**src/rtl/seq_divider.sv**
```systemverilog
// Sequential signed 32/16 restoring divider: one quotient bit per clock, sign fix-up on the final edge.
// Results are registered and held until the next operation completes.
module seq_divider (
  input  logic        sys_clk,
  input  logic        sys_rst,
  input  logic        start,
  input  logic [31:0] dividend,
  input  logic [15:0] divisor,
  output logic [31:0] quotient,
  output logic [15:0] remainder,
  output logic        busy,
  output logic        finished,
  output logic        div_zero
);

  typedef enum logic [1:0] {
    IDLE   = 2'd0,
    DIVIDE = 2'd1,
    FIXUP  = 2'd2
  } state_e;

  function automatic logic [31:0] abs32(input logic [31:0] v);
    abs32 = v[31] ? (32'd0 - v) : v;
  endfunction

  function automatic logic [15:0] abs16(input logic [15:0] v);
    abs16 = v[15] ? (16'd0 - v) : v;
  endfunction

  state_e      state_q;
  logic [31:0] dq_q;
  logic [31:0] dq_d;
  logic [15:0] dvs_q;
  logic [16:0] pr_q;
  logic [16:0] pr_d;
  logic [4:0]  cnt_q;
  logic        neg_quo_q;
  logic        neg_rem_q;
  logic        dz_q;
  logic [31:0] quotient_q;
  logic [15:0] remainder_q;
  logic        busy_q;
  logic        finished_q;
  logic        div_zero_q;

  logic [16:0] pr_shift_s;
  logic [16:0] pr_diff_s;
  logic        qbit_s;
  logic        unused_s;

  // The top partial-remainder bit is always clear after an iteration, so only [15:0] feeds the shift.
  assign unused_s = pr_q[16];

  // One restoring shift-subtract step; dq holds remaining dividend bits and collects quotient bits.
  always_comb begin
    pr_shift_s = {pr_q[15:0], dq_q[31]};
    pr_diff_s  = pr_shift_s - {1'b0, dvs_q};
    if (pr_shift_s >= {1'b0, dvs_q}) begin
      pr_d   = pr_diff_s;
      qbit_s = 1'b1;
    end else begin
      pr_d   = pr_shift_s;
      qbit_s = 1'b0;
    end
    dq_d = {dq_q[30:0], qbit_s};
  end

  // Control FSM with datapath registers and registered outputs.
  always_ff @(posedge sys_clk or posedge sys_rst) begin
    if (sys_rst) begin
      state_q     <= IDLE;
      dq_q        <= 32'd0;
      dvs_q       <= 16'd0;
      pr_q        <= 17'd0;
      cnt_q       <= 5'd0;
      neg_quo_q   <= 1'b0;
      neg_rem_q   <= 1'b0;
      dz_q        <= 1'b0;
      quotient_q  <= 32'd0;
      remainder_q <= 16'd0;
      busy_q      <= 1'b0;
      finished_q  <= 1'b0;
      div_zero_q  <= 1'b0;
    end else begin
      finished_q <= 1'b0;
      case (state_q)
        IDLE: begin
          if (start) begin
            dq_q      <= abs32(dividend);
            dvs_q     <= abs16(divisor);
            neg_quo_q <= dividend[31] ^ divisor[15];
            neg_rem_q <= dividend[31];
            dz_q      <= (divisor == 16'd0);
            pr_q      <= 17'd0;
            cnt_q     <= 5'd0;
            busy_q    <= 1'b1;
            state_q   <= DIVIDE;
          end else begin
            state_q <= IDLE;
          end
        end
        DIVIDE: begin
          pr_q  <= pr_d;
          dq_q  <= dq_d;
          cnt_q <= cnt_q + 5'd1;
          if (cnt_q == 5'd31) begin
            state_q <= FIXUP;
          end else begin
            state_q <= DIVIDE;
          end
        end
        FIXUP: begin
          // Divide-by-zero saturates toward the dividend's sign; the iterated result is discarded.
          if (dz_q) begin
            quotient_q  <= neg_rem_q ? 32'h8000_0000 : 32'h7FFF_FFFF;
            remainder_q <= 16'd0;
            div_zero_q  <= 1'b1;
          end else begin
            quotient_q  <= neg_quo_q ? (32'd0 - dq_q) : dq_q;
            remainder_q <= neg_rem_q ? (16'd0 - pr_q[15:0]) : pr_q[15:0];
            div_zero_q  <= 1'b0;
          end
          busy_q     <= 1'b0;
          finished_q <= 1'b1;
          state_q    <= IDLE;
        end
        default: begin
          busy_q  <= 1'b0;
          state_q <= IDLE;
        end
      endcase
    end
  end

  assign quotient  = quotient_q;
  assign remainder = remainder_q;
  assign busy      = busy_q;
  assign finished  = finished_q;
  assign div_zero  = div_zero_q;

endmodule

```
**config.mk**
```make
export PLATFORM = sky130hd
export DESIGN_NAME = seq_divider
export DESIGN_NICKNAME = d
export VERILOG_FILES = /design/src/rtl/seq_divider.sv
export SDC_FILE = /design/constraint.sdc
export NUM_CORES = 1
export LEC_CHECK = 0
export ABC_AREA = 1
export CAP_MARGIN = 20
export CORE_ASPECT_RATIO = 2
export CORE_MARGIN = 4
export CORE_UTILIZATION = 30
export CTS_BUF_LIST = sky130_fd_sc_hd__clkbuf_4 sky130_fd_sc_hd__clkbuf_8
export CTS_CLUSTER_DIAMETER = 120
export DETAILED_ROUTE_END_ITERATION = 16
export SETUP_SLACK_MARGIN = 0.5
export SLEW_MARGIN = 0
export SYNTH_ARGS = -nofsm -noshare
export SYNTH_HDL_FRONTEND = slang
export SYNTH_SLANG_ARGS = --single-unit
```
**constraint.sdc**
```tcl
create_clock -name sys_clk -period 8 [get_ports sys_clk]
set_clock_uncertainty 0.2 [all_clocks]
set_input_delay 0.8 -clock sys_clk [delete_from_list [all_inputs] [get_ports sys_clk]]
set_output_delay 0.8 -clock sys_clk [all_outputs]
set_load 0.01 [all_outputs]
```
==> results of run 1 <==
logic make-up (layout without fill, tap and decap cells):
| kind of cell | count (synthesis) | count (layout) | synth area share |
|---|---|---|---|
| other | 0 | 1 | 0 |
| flip-flops | 125 | 125 | 0.365 |
| AO/OA/AOI/OAI | 207 | 207 | 0.139 |
| adder cells (fa/ha/maj) | 23 | 23 | 0.0344 |
| XOR/XNOR | 38 | 38 | 0.0388 |
| buffers and inverters | 200 | 295 | 0.0939 |
| AND/OR/NAND/NOR | 648 | 648 | 0.330 |
layout by cell type (no fill, tap or decap), types with 4 or more instances in the layout:
master | netlist | layout
a21oi_1 | 66 | 66
a22oi_1 | 25 | 25
buf_4 | 2 | 7
clkbuf_8 | 0 | 19
clkdlybuf4s50_1 | 0 | 101
dfrtp_1 | 125 | 125
ha_1 | 22 | 22
inv_1 | 146 | 145
inv_2 | 5 | 5
inv_6 | 0 | 4
nand2_1 | 350 | 350
nand2_2 | 10 | 10
nand3_1 | 117 | 117
nand3_2 | 4 | 4
nand3b_1 | 10 | 10
nand4_1 | 24 | 24
nor2_1 | 100 | 98
nor2_2 | 6 | 7
nor2_4 | 3 | 4
nor3_1 | 13 | 13
o211ai_1 | 8 | 8
o21ai_0 | 83 | 83
o221ai_1 | 4 | 4
or2_2 | 4 | 4
xnor2_1 | 10 | 10
xor2_1 | 28 | 28
per-stage QoR:
| stage | power [W] | worst slack (ps) | instances |
|---|---|---|---|
| floorplan | 0.00268 | 3670 | 1241 |
| global placement | 0.00331 | 4090 | 1658 |
| detailed placement | 0.00335 | 4100 | 1658 |
| CTS | 0.00394 | 4620 | 1690 |
| global route | 0.00427 | 4570 | 1693 |
| finish | 0.00391 | 4730 | 1693 |
power by group through the flow:
stage	clock (W)	combinational [W]	sequential, W
after global routing	0.000621	0.00248	0.00117
final	0.000578	0.00219	0.00114
after floorplan	0	0.00164	0.00105
after global placement	0	0.00216	0.00115
after CTS	0.000592	0.00221	0.00114
after detailed placement	0	0.00220	0.00115
area by class of cell:
class	count	area share
timing repair buffer	110	0.107
inverter	153	0.0559
tap	356	0.0431
clock inverter	11	0.0127
clock buffer	21	0.0268
multi-input combinational	916	0.451
sequential	125	0.303
antenna	1	0.000242
path summary, 6_finish.rpt:
kind                                            endpoint  slack (ps)  depth (start not counted)
worst max-delay path            quotient[15]$_DFFE_PP0P_        4730                          8
worst min-delay path            remainder[6]$_DFFE_PP0P_         290                          2
worst max register to register  quotient[15]$_DFFE_PP0P_        4730                          8
worst min register to register  remainder[6]$_DFFE_PP0P_         290                          2
max in group asynchronous          dvs_q[15]$_DFFE_PP0P_        5620                          3
min in group asynchronous             finished$_DFF_PP0_         620                          2
registers in the layout (all words and copies together), names as in the netlist:
| signal | count |
|---|---|
| neg_quo_q | 1 |
| dvs_q | 16 |
| finished | 1 |
| quotient | 32 |
| div_zero | 1 |
| neg_rem_q | 1 |
| dq_q | 32 |
| dz_q | 1 |
| remainder | 16 |
| pr_q | 16 |
| state_q | 2 |
| cnt_q | 5 |
| busy | 1 |
worst reg2reg max path, stage by stage (launching register included):
cell and delay, ps:
dfrtp_1 410, inv_2 80, nor2_2 340, inv_2 490, nor2_4 750, inv_2 440
a21oi_1 220, o21ai_0 170, nand2_1 100
metal layers:
metal | up-vias | share of wire
met5 | - | 0
met1 | 3970 | 0.33
li1 | 4235 | -
met3 | 77 | 0.024
met4 | 0 | 0.063
met2 | 199 | 0.58
==> results.txt, run 1 <==
----------------------------------------------------
[Status]
  Result of the run ... completed

[Global routing]
  Global-route track usage on met3 ... 0.0236
  Total GRT Usage ... 0.180
  Maximum number of pins on one net before global-route repair ... 66
  Via count of the first global-routing pass ... 8590
  Initial antenna violation count ... 1
  Met2 GRT Util ... 0.365
  Wire length of the first global-routing pass ... 44200 µm
  Total congestion overflow after global routing ... 0
  Met1 Track Usage GR ... 0.160
  Layer with the highest usage after global routing ... met2

[Critical path]
  Data arrival time of the critical path ... 3480 ps
  Most common cell type on the critical path ... inv_2
  Slowest cell delay on critical path ... 730 ps
  CP Data Required Time ... 8210 ps
  Critical path's top delay family ... simple AND/OR/NAND/NOR gates
  Total buffers and inverters traversed by the critical path ... 3
  Critical path, cell by cell ... inv_2 > nor2_2 > inv_2 > nor2_4 > inv_2 > a21oi_1 > o21ai_0 > nand2_1
  Critical path class ... reg2reg
  Critical Path Sink Type ... register
  Beginning of the worst register-to-register path ... state_q[1]$_DFF_PP0_
  Cell with the largest stage delay on the worst path ... nor2_4
  Crit start category ... register
  Max FO, Critical Path ... 50
  Critical path origin ... state_q[1]$_DFF_PP0_

[Clock tree]
  Buffer count from post-CTS setup fixing ... 0
  Latest clock arrival within the worst-skew pair ... 470 ps
  Number of buffers inserted by hold repair at cts ... 0
  Sinks on Clock Net ... 125
  Clock tree from TritonCTS ... built
  TritonCTS Buffers ... 17
  Buffer levels on the longest clock path ... 2
  Maximum level of the CTS H-tree ... 4
  Gates resized, CTS repair ... 0
  Clock slew seen by the registers of the worst setup and hold paths ... 80 ps
  CTS Root Buffer Type ... clkbuf_8

[Die]
  Starting utilization of the core area ... 0.304
  # IOs ... 102
  Cell row count ... 87
  Vertical die dimension ... 247 µm
  Chip Width ... 128 µm
  Area of the core region ... 0.0282 mm²
  Die Area ... 0.0315 mm²

[Drt]
  Antenna Nets Post-Route ... 0
  Number of design rule violations left after detail routing ... 0
  Via density per instance ... 5.01
  TritonRoute pass-1 iters ... 5
  Drt total wl ... 28000 µm
  Via count ... 8481
  Number of design-rule violations left by the first detailed-router iteration ... 491
  Wirelength per Cell ... 16.5 µm

[Hold path]
  HP Class ... reg2reg
  Hold path startpoint ... remainder[6]$_DFFE_PP0P_

[Place]
  Placer's final routability congestion estimate ... 0.917
  Detailed placer's ending HPWL ... 22200 µm
  Area after DPL ... 0.00987 mm²
  Number of port buffers ... 101

[Synthesis]
  Per-instance average area after synthesis ... 6.91 µm²
  Most common library cells after synthesis ... 350 x nand2_1, 146 x inv_1, 125 x dfrtp_1
  Cell type contributing the most total cell area after synthesis ... dfrtp_1
  Most used flip-flop cell after synthesis ... dfrtp_1
  YS warnings ... 0
  FFs w/ async S/R, synth ... 1.00
  Post-Syn Nets ... 1315
  Most repeated cell in the gate-level netlist after synthesis ... nand2_1
  Unique cell type count in the Yosys netlist ... 46
  Synthesized flop and latch total ... 125
  Count of flip-flops with a built-in enable after synthesis ... 0
  Cell types with the largest area share after synthesis ... dfrtp_1 36%, nand2_1 15%, nand3_1 6.8%
  Number of instances in the synthesized netlist ... 1241
  Seq/Total Area, Yosys ... 0.365
  Mapped Area ... 0.00858 mm²
  Share of the synthesized area in the top cell type ... 0.365

[Finish]
  Fill cell total of the finished layout ... 3025
  Register area ... 0.00313 mm²
  Fraction of layout instances using a drive strength above 1 ... 0.0614
  Post-route cell area ... 0.0103 mm²
  Area taken by multi-input logic gates ... 0.00466 mm²
  Area grow syn2layout ... 20.3%
  Post-layout nets ... 1397
  Final core utilization ... 0.366

[Pwr]
  Switching power share of the total ... 0.492
  Net switching power ... 0.00193 W
  Worst vdd rail ir drop ... 0.153 mV
  Combinational cell fraction of total power ... 0.560
  Clock share of power ... 0.148
  Sequential cell fraction of total power ... 0.292
  Cell internal power dissipation ... 0.00199 W
  Leakage power ... 4.81 nW
  Power density over the cells ... 379 mW/mm²

[STA]
  Worst hold margin ... 285 ps
  Minimum clock period after layout ... 3270 ps
  Final-report hold violation count ... 0
  Setup TNS ... 0 ps
  Measured slew at the worst slew-check pin ... 996 ps
  Max Fclk ... 306 MHz
  RSZ-0062 raised after global routing ... false
  Max-slew headroom at the worst pin ... 0.335
  Fraction of the cycle the final worst path needs ... 0.408
  Number of failing setup endpoints in the final timing report ... 0
  Max-slew violation total from the final report ... 0

[Flow run]
  Count of max-cap constraint violations ... 0

----------------------------------------------------
No activity file was read; power rests on OpenSTA's default activity.
==> inputs of run 2 (changes only) <==
clock period = 3 ns   (was 8 ns; I/O delays follow)
==> run 2 against run 1 <==
Against the previous run:
- utilization grew 0.96 points
- sequential share of layout area shrank 0.76 points
- power grew to 2.8 times the previous value
- cell count grew 0.83%
- setup slack lost 4100 ps
- routed wire length grew 1.5%
==> results.txt, run 2 (synthesis results as in run 1) <==
----------------------------------------------------
[Critical path]
  CP Data Required Time ... 3180 ps (-5030 ps)
  Slowest cell delay on critical path ... 500 ps (-230 ps)
  Crit start category ... register
  Number of cells traversed by the worst register-to-register path ... 11 (+3)
  Cell with the largest stage delay on the worst path ... dfrtp_1
  Max FO, Critical Path ... 10 (-80%)
  Critical path class ... reg2reg
  Critical path, cell by cell ... ha_2 > nand2_2 > nor2_1 > nand2_1 > nor2_2 > nand2_2 > nand4_4 > buf_6 > nand2_1 > nand3_1 > nand2_1
  Data arrival time of the critical path ... 2560 ps (-920 ps)
  Most common cell type on the critical path ... nand2_1
  Critical Path Sink Type ... register

[Drt]
  Number of design-rule violations left by the first detailed-router iteration ... 609 (+24%)
  Via density per instance ... 4.93 (-1.5%)
  Via count ... 8422 (-0.70%)
  Drt total wl ... 28400 µm (+1.5%)
  Wirelength per Cell ... 16.6 µm (+0.70%)
  Number of design rule violations left after detail routing ... 0 (unchanged)
  Antenna Nets Post-Route ... 0 (unchanged)
  TritonRoute pass-1 iters ... 5 (unchanged)

[Flow run]
  Count of max-cap constraint violations ... 0 (unchanged)

[Global routing]
  Total GRT Usage ... 0.183 (+0.00272)
  Wire length of the first global-routing pass ... 44200 µm (+0.11%)
  Total congestion overflow after global routing ... 0 (unchanged)
  Initial antenna violation count ... 1 (unchanged)
  Maximum number of pins on one net before global-route repair ... 50 (-24%)
  Via count of the first global-routing pass ... 8451 (-1.6%)

[Place]
  Placer's final routability congestion estimate ... 0.921 (+0.41%)
  Detailed placer's ending HPWL ... 22800 µm (+2.7%)
  Pre-CTS setup slack ... 457 ps (-3640 ps)
  Number of port buffers ... 101 (unchanged)
  Area after DPL ... 0.0100 mm² (+1.3%)
  Placed cells ... 1672 (+0.84%)

[Pwr]
  Clock share of power ... 0.163 (+0.015)
  Cell internal power dissipation ... 0.00572 W (+190%)
  Leakage power ... 4.91 nW (+2.0%)
  Net switching power ... 0.00526 W (+170%)
  Sequential cell fraction of total power ... 0.276 (-0.016)
  Worst vdd rail ir drop ... 0.450 mV (+190%)
  Combinational cell fraction of total power ... 0.561 (about the same)
  Switching power share of the total ... 0.479 (-0.0133)
  Power density over the cells ... 1040 mW/mm² (+170%)

[Die]
  Die Area ... 0.0315 mm² (unchanged)
  Vertical die dimension ... 247 µm (unchanged)
  # IOs ... 102 (unchanged)
  Cell row count ... 87 (unchanged)
  Chip Width ... 128 µm (unchanged)
  Starting utilization of the core area ... 0.304 (unchanged)
  Area of the core region ... 0.0282 mm² (unchanged)

[Finish]
  Area grow syn2layout ... 23.5%
  Post-layout nets ... 1411 (+1.0%)
  Most frequent standard cell in the layout excluding fill and tap cells ... nand2_1
  Highest-count cells in the layout ignoring fill and taps ... 349 x nand2_1, 144 x inv_1, 124 x dfrtp_1
  Number of standard cells in the layout, taps in and fillers out ... 1707 (+0.83%)
  Fill cell total of the finished layout ... 2949 (-2.5%)
  Fraction of layout instances using a drive strength above 1 ... 0.0800 (+0.0186)
  Post-route cell area ... 0.0106 mm² (+2.6%)

[Clock tree]
  TritonCTS Buffers ... 17 (unchanged)
  Maximum level of the CTS H-tree ... 4 (unchanged)
  Buffer levels on the longest clock path ... 2 (unchanged)
  Sinks on Clock Net ... 125 (unchanged)
  CTS Root Buffer Type ... clkbuf_8
  Clock tree from TritonCTS ... built
  Clock slew seen by the registers of the worst setup and hold paths ... 80 ps (about the same)
  Latest clock arrival within the worst-skew pair ... 480 ps (about the same)

[STA]
  Measured slew at the worst slew-check pin ... 643 ps (-353 ps)
  Minimum clock period after layout ... 2380 ps (-887 ps)
  Max-slew violation total from the final report ... 0 (unchanged)
  RSZ-0062 raised after global routing ... true
  Max Fclk ... 420 MHz (+37%)
  Max-slew headroom at the worst pin ... 0.570 (+0.235)
  Worst hold margin ... 262 ps (-23.1 ps)
  Fraction of the cycle the final worst path needs ... 0.793 (+0.385)
  Least setup slack across all paths after layout ... 620 ps (-4110 ps)
  Number of failing setup endpoints in the final timing report ... 0 (unchanged)
  Final-report hold violation count ... 0 (unchanged)
  Setup TNS ... 0 ps (unchanged)

[Hold path]
  HP Class ... in2reg
  Hold path depth ... 3 (+1)

[Status]
  Result of the run ... completed

----------------------------------------------------
run 2: what timing repair did:
action | 4_1_cts | 5_1_grt
resized for setup | 1 | 15
hold buffers | 1 | 0
pin swaps | 0 | 0
endpoints found under the hold margin | 8 | 0
setup buffers | 0 | 1
endpoints found under the setup margin | 1 | 17
run 2: final cells by class:
type	count	area [µm²]	area share
multi-input cells	916	4740	0.447
well taps	356	445	0.0420
clock buffers	19	262	0.0247
flip-flops and latches	125	3130	0.295
diodes	1	2.50	0.000236
inverters	153	578	0.0546
clock inverters	13	210	0.0198
repair buffers	124	1230	0.116
run 2: through the flow:
stage                     utilization  power (W)
after floorplan                     -    0.00715
after global placement          0.355    0.00896
after detailed placement        0.355    0.00904
after CTS                       0.372     0.0109
after global routing            0.376     0.0120
final                           0.376     0.0110
run 2: path summary, 6_finish.rpt:
kind / slack, ps / end / startpoint
max: 620 / pr_q[14]$_DFFE_PP0P_ / pr_q[12]$_DFFE_PP0P_
min: 260 / dq_q[0]$_DFFE_PP0P_ / dividend[0]
max reg2reg: 620 / pr_q[14]$_DFFE_PP0P_ / pr_q[12]$_DFFE_PP0P_
min reg2reg: 280 / remainder[2]$_DFFE_PP0P_ / remainder[2]$_DFFE_PP0P_
max in group asynchronous: 1350 / dq_q[0]$_DFFE_PP0P_ / sys_rst
min in group asynchronous: 500 / remainder[9]$_DFFE_PP0P_ / sys_rst
run 2: power by group through the flow:
stage	registers (W)	clock network (W)	logic, W
final	0.00303	0.00179	0.00616
after global routing	0.00310	0.00190	0.00695
after CTS	0.00301	0.00183	0.00603
after detailed placement	0.00303	0	0.00600
after global placement	0.00303	0	0.00593
after floorplan	0.00279	0	0.00436
run 2: worst max-delay path, delay by kind of cell, from the launching register on:
kind | cells | cell delay, ps
fa+ha+maj | 1 | 490
buf+inv | 1 | 170
flops | 1 | 500
simple gates | 9 | 900
run 2: per-layer routing:
| layer | global-route usage | share of wire |
|---|---|---|
| met3 | 0.0255 | 0.025 |
| met1 | 0.166 | 0.33 |
| met4 | 0.101 | 0.057 |
| met5 | 0 | 0 |
| met2 | 0.373 | 0.59 |
